`src/rtl/conv33_mac_pe.sv`:
```
// conv33_mac_pe: 4-stage pipelined 3x3 signed MAC with bias, round-half-up requantization,
// saturation and optional ReLU; all stages stall together on downstream backpressure.
module conv33_mac_pe #(
   parameter int DATA_WIDTH = 8,
   parameter int ACC_WIDTH  = 20,
   parameter int OUT_WIDTH  = 8,
   parameter int SHIFT      = 7,
   parameter int RELU       = 0
) (
   input  logic                         clk,
   input  logic                         rst_n,
   input  logic                         weight_load,
   input  logic signed [DATA_WIDTH-1:0] weight_0,
   input  logic signed [DATA_WIDTH-1:0] weight_1,
   input  logic signed [DATA_WIDTH-1:0] weight_2,
   input  logic signed [DATA_WIDTH-1:0] weight_3,
   input  logic signed [DATA_WIDTH-1:0] weight_4,
   input  logic signed [DATA_WIDTH-1:0] weight_5,
   input  logic signed [DATA_WIDTH-1:0] weight_6,
   input  logic signed [DATA_WIDTH-1:0] weight_7,
   input  logic signed [DATA_WIDTH-1:0] weight_8,
   input  logic signed [ACC_WIDTH-1:0]  bias,
   input  logic signed [DATA_WIDTH-1:0] pix_0,
   input  logic signed [DATA_WIDTH-1:0] pix_1,
   input  logic signed [DATA_WIDTH-1:0] pix_2,
   input  logic signed [DATA_WIDTH-1:0] pix_3,
   input  logic signed [DATA_WIDTH-1:0] pix_4,
   input  logic signed [DATA_WIDTH-1:0] pix_5,
   input  logic signed [DATA_WIDTH-1:0] pix_6,
   input  logic signed [DATA_WIDTH-1:0] pix_7,
   input  logic signed [DATA_WIDTH-1:0] pix_8,
   input  logic                         valid_in,
   output logic                         ready_out,
   output logic signed [ACC_WIDTH-1:0]  acc_out,
   output logic signed [OUT_WIDTH-1:0]  data_out,
   output logic                         valid_out,
   input  logic                         ready_in,
   output logic                         weights_ok
);
   localparam int PW = 2 * DATA_WIDTH;
   localparam int RW = PW + 2;
   localparam int SW = ACC_WIDTH + 1;
   localparam logic signed [SW-1:0] L_HALF = SW'(1) << (SHIFT - 1);
   localparam logic signed [SW-1:0] L_MAX  = SW'((1 << (OUT_WIDTH - 1)) - 1);
   localparam logic signed [SW-1:0] L_MIN  = ~L_MAX;

   logic signed [DATA_WIDTH-1:0] w_wt [9];
   logic signed [DATA_WIDTH-1:0] w_pix [9];
   logic signed [DATA_WIDTH-1:0] r_w [9];
   logic signed [PW-1:0]         r_p [9];
   logic signed [RW-1:0]         r_row [3];
   logic signed [ACC_WIDTH-1:0]  r_acc3, r_acc4;
   logic signed [OUT_WIDTH-1:0]  r_dout;
   logic                         r_v1, r_v2, r_v3, r_v4, r_wok;
   logic                         w_adv, w_take;
   logic signed [SW-1:0]         w_rnd, w_shr;
   logic signed [OUT_WIDTH-1:0]  w_sat, w_q;

   assign w_wt  = '{weight_0, weight_1, weight_2, weight_3, weight_4, weight_5, weight_6, weight_7, weight_8};
   assign w_pix = '{pix_0, pix_1, pix_2, pix_3, pix_4, pix_5, pix_6, pix_7, pix_8};

   // One extra bit of headroom so adding the rounding constant cannot wrap near +max.
   always_comb begin
      w_adv  = !r_v4 | ready_in;
      w_take = valid_in & r_wok & w_adv;
      w_rnd  = {r_acc3[ACC_WIDTH-1], r_acc3} + L_HALF;
      w_shr  = w_rnd >>> SHIFT;
      w_sat  = (w_shr > L_MAX) ? L_MAX[OUT_WIDTH-1:0] :
               (w_shr < L_MIN) ? L_MIN[OUT_WIDTH-1:0] : w_shr[OUT_WIDTH-1:0];
      w_q    = (RELU != 0 && w_sat[OUT_WIDTH-1]) ? '0 : w_sat;
   end

   assign ready_out  = r_wok & w_adv;
   assign valid_out  = r_v4;
   assign acc_out    = r_acc4;
   assign data_out   = r_dout;
   assign weights_ok = r_wok;

   always_ff @(posedge clk or negedge rst_n) begin
      if (!rst_n) begin
         r_w   <= '{default: '0};
         r_wok <= 1'b0;
      end else if (weight_load) begin
         r_w   <= w_wt;
         r_wok <= 1'b1;
      end
   end

   // Stage 1 reads r_w before a same-edge reload lands, so that beat keeps the old weights.
   always_ff @(posedge clk or negedge rst_n) begin
      if (!rst_n) begin
         r_v1   <= 1'b0;
         r_v2   <= 1'b0;
         r_v3   <= 1'b0;
         r_v4   <= 1'b0;
         r_p    <= '{default: '0};
         r_row  <= '{default: '0};
         r_acc3 <= '0;
         r_acc4 <= '0;
         r_dout <= '0;
      end else if (w_adv) begin
         r_v1 <= w_take;
         r_v2 <= r_v1;
         r_v3 <= r_v2;
         r_v4 <= r_v3;
         for (int k = 0; k < 9; k++) r_p[k] <= PW'(w_pix[k]) * PW'(r_w[k]);
         for (int i = 0; i < 3; i++) r_row[i] <= RW'(r_p[3*i]) + RW'(r_p[3*i+1]) + RW'(r_p[3*i+2]);
         r_acc3 <= ACC_WIDTH'(r_row[0]) + ACC_WIDTH'(r_row[1]) + ACC_WIDTH'(r_row[2]) + bias;
         r_acc4 <= r_acc3;
         r_dout <= w_q;
      end
   end
endmodule
```
`config.mk`:
```
export PLATFORM = sky130hd
export DESIGN_NAME = conv33_mac_pe
export DESIGN_NICKNAME = d
export VERILOG_FILES = /design/src/rtl/conv33_mac_pe.sv
export SDC_FILE = /design/constraint.sdc
export NUM_CORES = 2
export LEC_CHECK = 0
export BUFFER_PORTS_ARGS = -buffer_cell sky130_fd_sc_hd__buf_4
export CAP_MARGIN = 20
export CORE_ASPECT_RATIO = 0.75
export CORE_MARGIN = 2
export CORE_UTILIZATION = 35
export DETAILED_ROUTE_END_ITERATION = 8
export HOLD_SLACK_MARGIN = 0.12
export PLACE_DENSITY_LB_ADDON = 0.08
export SLEW_MARGIN = 25
export SYNTH_ARGS = -nofsm -noshare
export SYNTH_HDL_FRONTEND = slang
export SYNTH_SLANG_ARGS = --single-unit
```
`constraint.sdc`:
```
create_clock -name clk -period 5.9 [get_ports clk]
set_input_delay 0 -clock clk [delete_from_list [all_inputs] [get_ports clk]]
set_output_delay 0 -clock clk [all_outputs]
set_load 0.01 [all_outputs]
```
==> results <==
- The run finished with clean final reports.
- The startpoint of the worst-slack reg-to-reg timing path is r_w[18].
- The via count of the first global-routing pass came to 28600.
- The buffer type at the clock tree root is clkbuf_16.
- The TritonCTS clock tree is built.
- STA puts the critical path data required time at 6.32 ns.
- STA classifies the critical path startpoint as a flip-flop.
- The worst-skew pair later-pin latency is 0.63 ns.
- The first-pass detailed-route iteration total is 5.
- The share of the core filled with cells is 0.406.
- The routed design could run at a clock period as short as 4.59 ns.
- In this run the worst hold path is classified as input pin to flip-flop.
- Synthesis inferred 323 register bits.
- The number of placement rows is 106.
- The number of antenna violations at the first check in global routing is 3.
- In this run the deepest clock path goes through 3 buffers.
- The clock-pin slew of the registers on the worst-case setup and hold paths is 0.06 ns.
- Summed over all layers, the global routing overflow is 0.
- Ranked by instance count, the synthesized netlist is headed by inv_1 (751), fa_1 (584), nand2_1 (460).
- The share of synthesized area in the top cell type comes to 0.300.
- The area growth from synthesis to layout is 15.5%.
- The total clock buffers created by CTS is 42.
- The number of slew-limit violations in the final report is 0.
- Headroom to the max-slew limit came out at 0.384.
- For this run, the register share of the synthesized area comes to 0.207.
- The worst setup path is captured at a flip-flop.
- The met3 wire length is 3550 um.
- The routed wire length on met2 is 42000 um.
- Summed over all layers, the routed wires come to 98700 um.
- The width of the die is 389 um.
- The number of antenna cells inserted is 0.
- In this run the most critical hold path is launched from weight_7[0].
- The clock drives 323 sinks.
- Setup repair after global routing left no endpoint under its margin.
- The longest individual stage delay on the worst path is 0.55 ns.
- The synthesized instance count is 4079.
- The largest individual stage delay along the critical path comes from the cell fa_1.
- The predominant post-synthesis flop cell is dfrtp_1.
- The cell type with the highest aggregate area in the netlist is fa_1.
- In this run the worst path has a maximum fanout of 9.
- Traced cell by cell, the critical path runs through and2_1 -> fa_1 -> inv_1 -> fa_1 -> inv_1 -> fa_1 -> inv_1 -> fa_1 -> inv_1 -> ha_1 -> o21ai_0 -> o211ai_1 -> a31oi_1 -> a21oi_1 -> a21oi_1 -> xnor2_1 -> a21oi_1.
- Based on the critical path, the design can be clocked at up to 218 MHz.
- The floorplan step set the die height to 293 um.
- After detailed routing, the wire length on met1 is 52000 um.
- In the final layout, the share of cells above drive strength 1 is 0.0884.
- The synthesized design contains 0 enable-type register cells.
- Synthesis produced a netlist with a net count of 5161.
- After detailed routing, the number of remaining DRC violations is 0.
- The mean instance size in the synthesized netlist is 9.56 um2.
- The most instantiated library cell after synthesis is inv_1.
- The async set-reset flop share out of synthesis is 1.00.
- The worst setup path category is flip-flop to flip-flop.
- The total core area is 0.111 mm2.
- The initial utilization of the core area, before any placement, comes to 0.351.
- The final number of hold-violating endpoints is 0.
- Yosys printed 0 warnings.
- Entering global routing, the biggest net connects 174 pins.
- The deepest level of the CTS H-tree is 2.
- The setup skew after layout is 0.0525 ns.
- Routability-driven placement finished with a final weighted congestion of 0.793.
- The count of nets after finishing is 5476.
- Routed signal wires occupy layers up through met4.
- The remaining number of nets flagged by the antenna check after routing is 0.
- Together, buffers and inverters on the worst path number 4.
- The first routing iteration left 1152 violations.
- In the routed layout, each cell is associated on average with a via count of 4.66.
- The first-pass GRT wire length is 163000 um.
- In this design, the largest share of critical-path delay is due to adder cells.
- The worst endpoint data arrival time is 5.01 ns.
- The number of distinct library cell variants in the gate-level netlist after synthesis is 75.
- The slew at the pin with the worst max-slew slack is 0.924 ns.
- In the finished design, the share of the clock period the worst path needs comes to 0.778.
- Across every metal layer, demand over resource in global routing totals 0.180.
- The floorplan step defined a die boundary enclosing 0.114 mm2.
- The vias after detailed routing is 27400.
- Sorting the synthesized cells by area gives the leading types as fa_1 (30%), dfrtp_1 (21%), ha_1 (11%), inv_1 (7.2%), and2_1 (5.9%).
- Port buffering added 199 buffers.
- The total negative setup slack is 0 ns.
- The number of endpoints failing setup at the final stage is 0.
- The worst hold margin is 0.166 ns.
- Max-cap violations in this run came to 0.
- The source of the critical timing path is r_w[18].
- In this run the cell area of the synthesized design comes to 0.0390 mm2.
- Pin placement for this block handled 200 I/O pins.
- Dividing the detail-routed wire length by the instance count gives 16.8 um.
- Once detailed placement completed, the half-perimeter wirelength came to 80100 um.
[layout make-up]
type	count	area, um2
Fill cell	11200	66000
Multi-Input combinational cell	2930	27800
Sequential cell	323	8080
Timing Repair Buffer	346	3020
Inverter	751	2820
Tap cell	1458	1820
Clock buffer	50	1130
Clock inverter	25	359
[registers in the layout (all words and copies together), names as in the netlist]
name        flops
acc_out        20
r_v2            1
r_p           144
r_v3            1
r_acc3         20
r_row          54
r_w            72
data_out        8
valid_out       1
weights_ok      1
r_v1            1
[what timing repair did]
item	in CTS	in global routing
resized for setup	0	0
hold buffers	137	0
setup buffers	0	0
hold endpoints to repair	324	0
[worst register-to-register path, cell delays in order, from the launching register on]
cell and delay [ns]:
dfrtp_1 0.48, and2_1 0.20, fa_1 0.55, inv_1 0.06, fa_1 0.52, inv_1 0.05, fa_1 0.47, inv_1 0.05
fa_1 0.47, inv_1 0.04, ha_1 0.31, o21ai_0 0.15, o211ai_1 0.18, a31oi_1 0.36, a21oi_1 0.13, a21oi_1 0.19
xnor2_1 0.14, a21oi_1 0.08
[worst paths after layout]
| kind | endpoint | slack [ns] | cells past startpoint |
|---|---|---|---|
| worst max-delay path | r_p[47] | 1.31 | 17 |
| worst min-delay path | r_w[8] | 0.17 | 3 |
| worst max register to register | r_p[47] | 1.31 | 17 |
| worst min register to register | valid_out | 0.46 | 1 |
| max in group asynchronous | r_p[89] | 4.47 | 4 |
| min in group asynchronous | acc_out[0] | 0.60 | 4 |
[metal layers]
metal,vias up,GRT usage
met1,13600,0.281
met5,-,0
li1,13500,-
met3,62,0.0234
met4,0,0.0253
met2,353,0.268
[stage by stage]
step | setup WS, ns | area, um2 | cells
after global placement | 1.34 | 42200 | 5671
after detailed placement | 1.32 | 42200 | 5671
after CTS | 1.29 | 45000 | 5883
after floorplan | 1.59 | 39000 | 4079
after global routing | 1.01 | 45000 | 5883
final | 1.31 | 45000 | 5883
[placed cells by master (no fill, tap or decap), types with 13 or more instances in the layout]
master	n
a211oi_1	35
xnor2_1	113
nor3_1	49
nand2_1	460
a31oi_1	17
clkbuf_16	42
o31ai_1	35
ha_1	329
nand2b_1	23
or3_1	16
a21oi_1	158
dlygate4sd3_1	136
dfrtp_1	323
o21ai_1	34
buf_4	204
inv_1	751
nor2b_1	76
o21bai_1	13
xor2_1	56
nor2_1	143
and2_1	366
o21ai_0	110
mux2_2	80
fa_1	584
a21o_1	33
nand3_1	28
o21a_1	48
[cell families (layout without fill, tap and decap cells)]
group,Yosys count,count (layout),share of synthesized area
AOI/OAI and AO/OA,556,556,0.0908
xor gates and xnor gates,169,169,0.0380
adders and majority gates,913,913,0.405
buffers and inverters,826,1172,0.0804
muxes,83,83,0.0240
DFF,323,323,0.207
and+or+nand+nor,1209,1209,0.154
Power is not shown: default switching activity piles up to over one toggle a cycle in this logic, so the estimate is an artifact.
